===== src/rtl/ula_pkg.sv =====
// Shared types and constants for the Ula and the arbiters that front it.
package ula_pkg;

    localparam int unsigned ULA_W      = 16;
    localparam logic [3:0]  ULA_OP_MAX = 4'b0100;

    typedef enum logic [3:0] {
        ADD = 4'd0,
        SUB = 4'd1,
        AND = 4'd2,
        OR  = 4'd3,
        XOR = 4'd4
    } ula_op_t;

    typedef enum logic [1:0] {
        StIdle,
        StExec,
        StResp
    } arb_state_e;

endpackage


===== src/rtl/rr_picker.sv =====
// Combinational round-robin picker: first valid requester after last_grant, wrapping.
module rr_picker #(
    parameter int unsigned N_REQ = 2,
    parameter int unsigned ID_W  = (N_REQ > 1) ? $clog2(N_REQ) : 1
) (
    input  logic [N_REQ-1:0] valid_i,
    input  logic [ID_W-1:0]  last_grant_i,
    output logic [N_REQ-1:0] grant_oh_o,
    output logic [ID_W-1:0]  grant_idx_o,
    output logic             any_valid_o
);

    logic [ID_W-1:0] idx;

    always_comb begin
        grant_oh_o  = '0;
        grant_idx_o = '0;
        any_valid_o = 1'b0;
        idx         = '0;
        for (int unsigned k = 1; k <= N_REQ; k++) begin
            idx = ID_W'((32'(last_grant_i) + k) % N_REQ);
            if (!any_valid_o && valid_i[idx]) begin
                any_valid_o      = 1'b1;
                grant_idx_o      = idx;
                grant_oh_o[idx]  = 1'b1;
            end
        end
    end

endmodule


===== src/rtl/ula_arbiter.sv =====
// Round-robin arbiter sharing one combinational Ula among N_REQ requesters.
// Define ULA_ARB_ILLEGAL_OP_EN to flag selects above ULA_OP_MAX on rsp_err.
module ula_arbiter
    import ula_pkg::*;
#(
    parameter int unsigned N_REQ = 2,
    parameter int unsigned ID_W  = (N_REQ > 1) ? $clog2(N_REQ) : 1
) (
    input  logic                   clk,
    input  logic                   rst,
    input  logic [N_REQ-1:0]       req_valid,
    output logic [N_REQ-1:0]       req_ready,
    input  logic [N_REQ*ULA_W-1:0] req_ra,
    input  logic [N_REQ*ULA_W-1:0] req_rb,
    input  logic [N_REQ*ULA_W-1:0] req_imm,
    input  logic [N_REQ*4-1:0]     req_sel,
    output logic [ULA_W-1:0]       ula_ra,
    output logic [ULA_W-1:0]       ula_rb,
    output logic [ULA_W-1:0]       ula_imm,
    output logic [3:0]             ula_sel,
    input  logic [ULA_W-1:0]       ula_rd,
    output logic                   rsp_valid,
    input  logic                   rsp_ready,
    output logic [ULA_W-1:0]       rsp_data,
    output logic [ID_W-1:0]        rsp_id,
    output logic                   rsp_err
);

    arb_state_e       state_q;
    logic [ID_W-1:0]  last_grant_q;
    logic [ULA_W-1:0] ra_q, rb_q, imm_q, data_q;
    logic [3:0]       sel_q;
    logic             rsp_valid_q;
    logic [ID_W-1:0]  rsp_id_q;
    logic [N_REQ-1:0] grant_oh;
    logic [ID_W-1:0]  grant_idx;
    logic             any_valid;

    rr_picker #(
        .N_REQ (N_REQ),
        .ID_W  (ID_W)
    ) u_picker (
        .valid_i      (req_valid),
        .last_grant_i (last_grant_q),
        .grant_oh_o   (grant_oh),
        .grant_idx_o  (grant_idx),
        .any_valid_o  (any_valid)
    );

    // Ready is offered only to the picked requester, so any_valid in IDLE is an accept.
    assign req_ready = (state_q == StIdle) ? grant_oh : '0;

`ifdef ULA_ARB_ILLEGAL_OP_EN
    logic rsp_err_q;
    assign rsp_err = rsp_err_q;
`else
    assign rsp_err = 1'b0;
`endif

    always_ff @(posedge clk) begin
        if (rst) begin
            state_q      <= StIdle;
            last_grant_q <= ID_W'(N_REQ - 1);
            ra_q         <= '0;
            rb_q         <= '0;
            imm_q        <= '0;
            sel_q        <= '0;
            rsp_valid_q  <= 1'b0;
            data_q       <= '0;
            rsp_id_q     <= '0;
`ifdef ULA_ARB_ILLEGAL_OP_EN
            rsp_err_q    <= 1'b0;
`endif
        end else begin
            unique case (state_q)
                StIdle: begin
                    if (any_valid) begin
                        ra_q         <= req_ra[32'(grant_idx)*ULA_W +: ULA_W];
                        rb_q         <= req_rb[32'(grant_idx)*ULA_W +: ULA_W];
                        imm_q        <= req_imm[32'(grant_idx)*ULA_W +: ULA_W];
                        sel_q        <= req_sel[32'(grant_idx)*4 +: 4];
                        last_grant_q <= grant_idx;
                        state_q      <= StExec;
                    end
                end
                StExec: begin
                    // last_grant_q doubles as the owner id of the operation in flight.
                    data_q      <= ula_rd;
                    rsp_id_q    <= last_grant_q;
                    rsp_valid_q <= 1'b1;
`ifdef ULA_ARB_ILLEGAL_OP_EN
                    rsp_err_q   <= (sel_q > ULA_OP_MAX);
`endif
                    state_q     <= StResp;
                end
                StResp: begin
                    if (rsp_ready) begin
                        rsp_valid_q <= 1'b0;
                        state_q     <= StIdle;
                    end
                end
                default: state_q <= StIdle;
            endcase
        end
    end

    assign ula_ra    = ra_q;
    assign ula_rb    = rb_q;
    assign ula_imm   = imm_q;
    assign ula_sel   = sel_q;
    assign rsp_valid = rsp_valid_q;
    assign rsp_data  = data_q;
    assign rsp_id    = rsp_id_q;

endmodule


===== config.mk =====
export PLATFORM = sky130hd
export DESIGN_NAME = ula_arbiter
export DESIGN_NICKNAME = d
export VERILOG_FILES = /design/src/rtl/ula_pkg.sv /design/src/rtl/rr_picker.sv /design/src/rtl/ula_arbiter.sv
export SDC_FILE = /design/constraint.sdc
export NUM_CORES = 1
export LEC_CHECK = 0
export CAP_MARGIN = 20
export CORE_MARGIN = 2
export CORE_UTILIZATION = 41
export CTS_CLUSTER_DIAMETER = 120
export DETAILED_ROUTE_END_ITERATION = 8
export PLACE_DENSITY = 0.86
export SETUP_SLACK_MARGIN = 0.2
export SLEW_MARGIN = 10
export SYNTH_ARGS = -nofsm -noshare
export SYNTH_HDL_FRONTEND = slang
export SYNTH_SLANG_ARGS = --single-unit

===== constraint.sdc =====
create_clock -name clk -period 2 [get_ports clk]
set_input_delay 0.4 -clock clk [delete_from_list [all_inputs] [get_ports clk]]
set_output_delay 0.4 -clock clk [all_outputs]
set_load 0.02 [all_outputs]

==> Word-level counts from Yosys, hierarchy flattened <==
Cells that the tools add are included.
{ "op_classes": {"add_sub_neg": 2, "mul": 0, "div_mod_pow": 0, "order_cmp": 4, "n_eq_ne": 4, "n_shift": 4, "mux": 20, "bitwise_logic": 1, "reduce_logical": 9} }
{ "ops": {"columns": ["operator", "count"], "rows": [
  ["variable part select 32 x 6 -> 16 bit", 3],
  ["two-way mux 1 bit", 11],
  ["two-way mux 2 bit", 5],
  ["variable part select 8 x 4 -> 4 bit", 1],
  ["one-hot mux 2 bit (3 select lines)", 1],
  ["AND reduction 2 bit", 3],
  ["less-than comparator 1 x 2 -> 1 bit, second input constant", 2],
  ["inequality test 2 bit, second input constant", 2],
  ["logical AND 1 bit", 3],
  ["adder 1 bit, second input constant", 2],
  ["demux 1 bit (select 1 bit)", 2],
  ["== test 2 x 1 -> 1 bit, second input constant", 1],
  ["== test 2 bit, second input constant", 1],
  ["greater-or-equal comparator 1 bit, second input constant", 2],
  ["zero test 2 bit", 1],
  ["OR 2 bit", 1],
  ["one-hot mux 1 bit (2 select lines)", 1],
  ["nonzero test 2 bit", 1],
  ["zero test 1 bit", 1]
]} }
{ "totals": {"reg_bits": 73, "latchBits": 0, "ramBits": 0, "mem_bits_ro": 0, "inputBits": 125, "out_inout_bits": 73, "word_cells": 53, "mem_count": 0} }

==> Depth between registers and ports, before layout <==
{ "depth": {"word_depth": 9, "mapped_depth": 6, "ltp_nobuf": 3} }

==> By module <==
From an unflattened synthesis, not the netlist that was laid out.
{ "unflattened": {"cells_unflattened": 274, "hier_area_um2": 3288.2} }
{ "by_module_without_submodules": {"columns": ["mod", "instances", "cells_per_inst", "area_each_um2", "seq_area_each_um2"], "rows": [
  ["ula_arbiter", 1, 269, 3255.6, 1461.4],
  ["rr_picker", 1, 5, 32.5, 0.0]
]} }

==> Worst setup path after synthesis <==
OpenSTA, ideal clock, no wires.
{ "synth_path": {"kind": "input to output", "from": "input port req_valid[1]", "to": "output port req_ready[1]", "arrival_ns": 1.378, "required_ns": 1.600, "slack_ns": 0.222, "cell_stages": 4, "path_buffers": 2, "path_cell_list": "a21bo_1 -> buf_2 -> clkbuf_1 -> nor3_1"} }
{ "synth_between": {"elab_chain_cells": 7, "word_cells_on_any_way": 11, "classes_between": "mux: 8; bitwise: 1; reduce/logical: 2"} }
{ "synth_lines": {"columns": ["item", "line", "rtl"], "rows": [
  ["start: declaration", "ula_arbiter.sv:11", "input logic [N_REQ-1:0] req_valid,"],
  ["two-way mux 1 bit (not written as such) (2 in series)", "rr_picker.sv:22", "if (!any_valid_o && valid_i[idx]) begin"],
  ["two-way mux 1 bit", "rr_picker.sv:22", null],
  ["zero test 1 bit", "rr_picker.sv:22", null],
  ["logical AND 1 bit", "rr_picker.sv:22", null],
  ["two-way mux 2 bit (*)", "rr_picker.sv:22", null],
  ["two-way mux 2 bit (*)", "ula_arbiter.sv:51", "assign req_ready = (state_q == StIdle) ? grant_oh : '0;"],
  ["end: declaration", "ula_arbiter.sv:12", "output logic [N_REQ-1:0] req_ready,"]
]} }
Mark *: on every way between the ends. The rest lies on a longest branch, timed or not. The select of a mux whose other input is x is not followed.

==> Worst setup path after layout <==
{ "layout_path": {"from": "input port req_valid[0]", "to": "output port req_ready[0]"} }
The elaborated chain is that of the path after synthesis.

==> out/qor.txt <==
Clock skew: 0.00730 ns
Num CTS Buffers: 9
Routed length per instance: 16.3 um
Clock power frac: 32.0%
Mapped Cells: 392
Die area: 0.00910 mm2
Post-synth EDFFs: 0
# port buffers: 196
Worst Path Required: 1.60 ns
RSZ-0062 raised after global routing: true
Final ANT Viol Nets: 0
Top Usage Layer GRT: met2
Met1 Resource Use GR: 26.2%
Design Power: 4.74 mW
Initial drt markers: 112
PwrDens: 821 mW/mm2
Post-synthesis cell type count: 24
Fillers: 618
Clock-pin slew on the worst setup and hold paths: 0.07 ns
Worst skew pair latency: 0.34 ns
Layout Nets: 702
Final non-filler cell total: 687
Cell taking the most area after synthesis: dfxtp_1
Area occupied by multi-input gates: 0.00176 mm2
Mapped Avg Cell Area: 8.74 um2
Cell area after synthesis: 0.00343 mm2
Largest net degree at the start of global routing: 53
Cells after DPL: 671
Max Freq: 568 MHz
GRT overflow: 0
Min-delay worst type: primary input to register
# diodes: 0
Final HPWL DP: 8170 um
Clock Path Buffers: 2
Setup violators final: 0
# Max-Cap Violations: 0
Startpoint types: primary input
Initial Util: 41.9%
Via count: 3624
Leading cell types by total area after synthesis: dfxtp_1, a311oi_2, nand2_1
RePlAce Congestion: 0.810
Vias in the first global route: 3681
H-tree Lvls: 3
Part of the Yosys area used for sequential elements: 42.7%
Final hold slack: 0.448 ns
Met3 Resource Use GR: 5.53%
Area growth, synth to finish: 68.6%
FFs w/ async S/R, synth: 0%
Worst-path fanout max: 3
Clk root buf: clkbuf_8
NetSw: 1.41 mW
Tot GR Track Use: 24.3%
Hold Fails Final Rpt: 0
Core ar.: 0.00818 mm2
WL final: 11200 um
Worst-Margin Slew: 0.633 ns
Slew Limit Fails: 0
Setup CP Type: primary input to output pin
Cell-internal power: 3.34 mW
I/O pin count: 198
Tcrit/Tclk final: 88.1%
Max-slew headroom: 57.8%
Top cell type's share of synthesized area: 42.7%
Sequential Area: 0.00146 mm2
Fin util: 70.7%
Gate power share: 31.9%
Yosys reg bits: 73
Core Rows: 33
Status: finished clean
Worst EP arrival: 1.36 ns
CTS tree: built
Grt met2 use: 45.0%
Initial antenna violation count: 0
Layout cells sized above 1: 15.8%
Sequential power share: 36.1%
Switching share of power: 29.7%
Global-route wire length before repair: 17300 um
Min cycle time layout: 1.76 ns
DRC viols: 0
Ys Warns: 0
Vias per Instance: 5.28
Top_reg_cell synth: dfxtp_1
Die width: 95.4 um
Total negative setup slack: 0 ns
Top-count cell post-synth: nand2_1
# clock sinks: 73
CP endpoint kind: output pin
Hold buffers post-CTS: 0
Leak: 2.12 nW
Maximum vdd drop: 0.000412 V
Synth Net Count: 517
DR pass1 iterations: 5
Post-synth top cells: nand2_1, dfxtp_1, a21oi_1
Die extent in y: 95.4 um
Post-CTS setup buffer count: 0
## timing repair
item | 4_1_cts | 5_1_grt
pin swaps | 0 | 1
resized for setup | 9 | 5
setup endpoints to repair | 2 | 4
## flip-flops by register name, summed over array words and instances, names as in the netlist, named ones only
name,flops
rsp_data,16
ula_imm,16
ula_ra,16
ula_rb,16
ula_sel,4
state_q,2
rsp_id,1
rsp_valid,1
## per-layer routing
metal | wire (um) | part of all wire (%)
met2 | 5880 | 53
met3 | 779 | 7.0
met4 | 312 | 2.8
met1 | 4220 | 38
met5 | 0 | 0
## worst paths after layout
check	from	to	slack, ns	cells past startpoint
max	req_valid[0]	req_ready[0]	0.24	5
max reg2reg	register	ula_rb[4]$_SDFFE_PP0P_	0.38	4
min	rst	rsp_valid$_SDFFE_PP0P_	0.45	2
min reg2reg	rsp_id$_SDFFE_PP0P_	rsp_id$_SDFFE_PP0P_	0.46	2
## final cells by class
class                           count  share of cell area [%]
Timing Repair Buffer              215                    37.3
Multi-Input combinational cell    278                    30.5
Sequential cell                    73                    25.3
Clock inverter                      7                    2.45
Tap cell                          105                    2.27
Clock buffer                        9                    2.14
## worst max-delay path, cell delays in order
cell and delay, ns:
clkdlybuf4s50_1 0.49, buf_4 0.14, nand2_1 0.07, nor2_2 0.13, buf_6 0.13
## per-stage QoR
step                      area (um2)  worst slack (ns)
after floorplan                 3430             0.222
after global placement          5510            -0.246
after detailed placement        5510            -0.253
after CTS                       5760             0.184
after global routing            5780             0.196
final                           5780             0.238
## power by group through the flow
| stage | combinational [mW] | clock, mW | sequential (mW) |
|---|---|---|---|
| global placement | 1.48 | 0 | 1.73 |
| floorplan | 0.603 | 0 | 1.92 |
| finish | 1.51 | 1.52 | 1.71 |
| CTS | 1.51 | 1.55 | 1.71 |
| detailed placement | 1.50 | 0 | 1.74 |
| global route | 1.61 | 1.62 | 1.73 |
## cells in the final DEF (no fill, tap or decap), types with 2 or more instances in the layout
cell,Yosys,routed
bufinv_16,0,4
clkdlybuf4s50_1,0,192
dfxtp_1,73,73
buf_4,1,15
buf_12,0,4
buf_6,7,2
a311oi_1,3,3
nor2b_1,3,3
nand2_1,139,139
clkbuf_8,0,9
a21oi_1,70,70
a311oi_2,49,49
## logic make-up after synthesis
group                  synth area share (%)
DFF                                    42.7
and+or+nand+nor                        17.4
AOI/OAI and AO/OA                      33.5
other                                 0.109
buffers and inverters                  6.28
No activity file was read; power rests on OpenSTA's default activity.
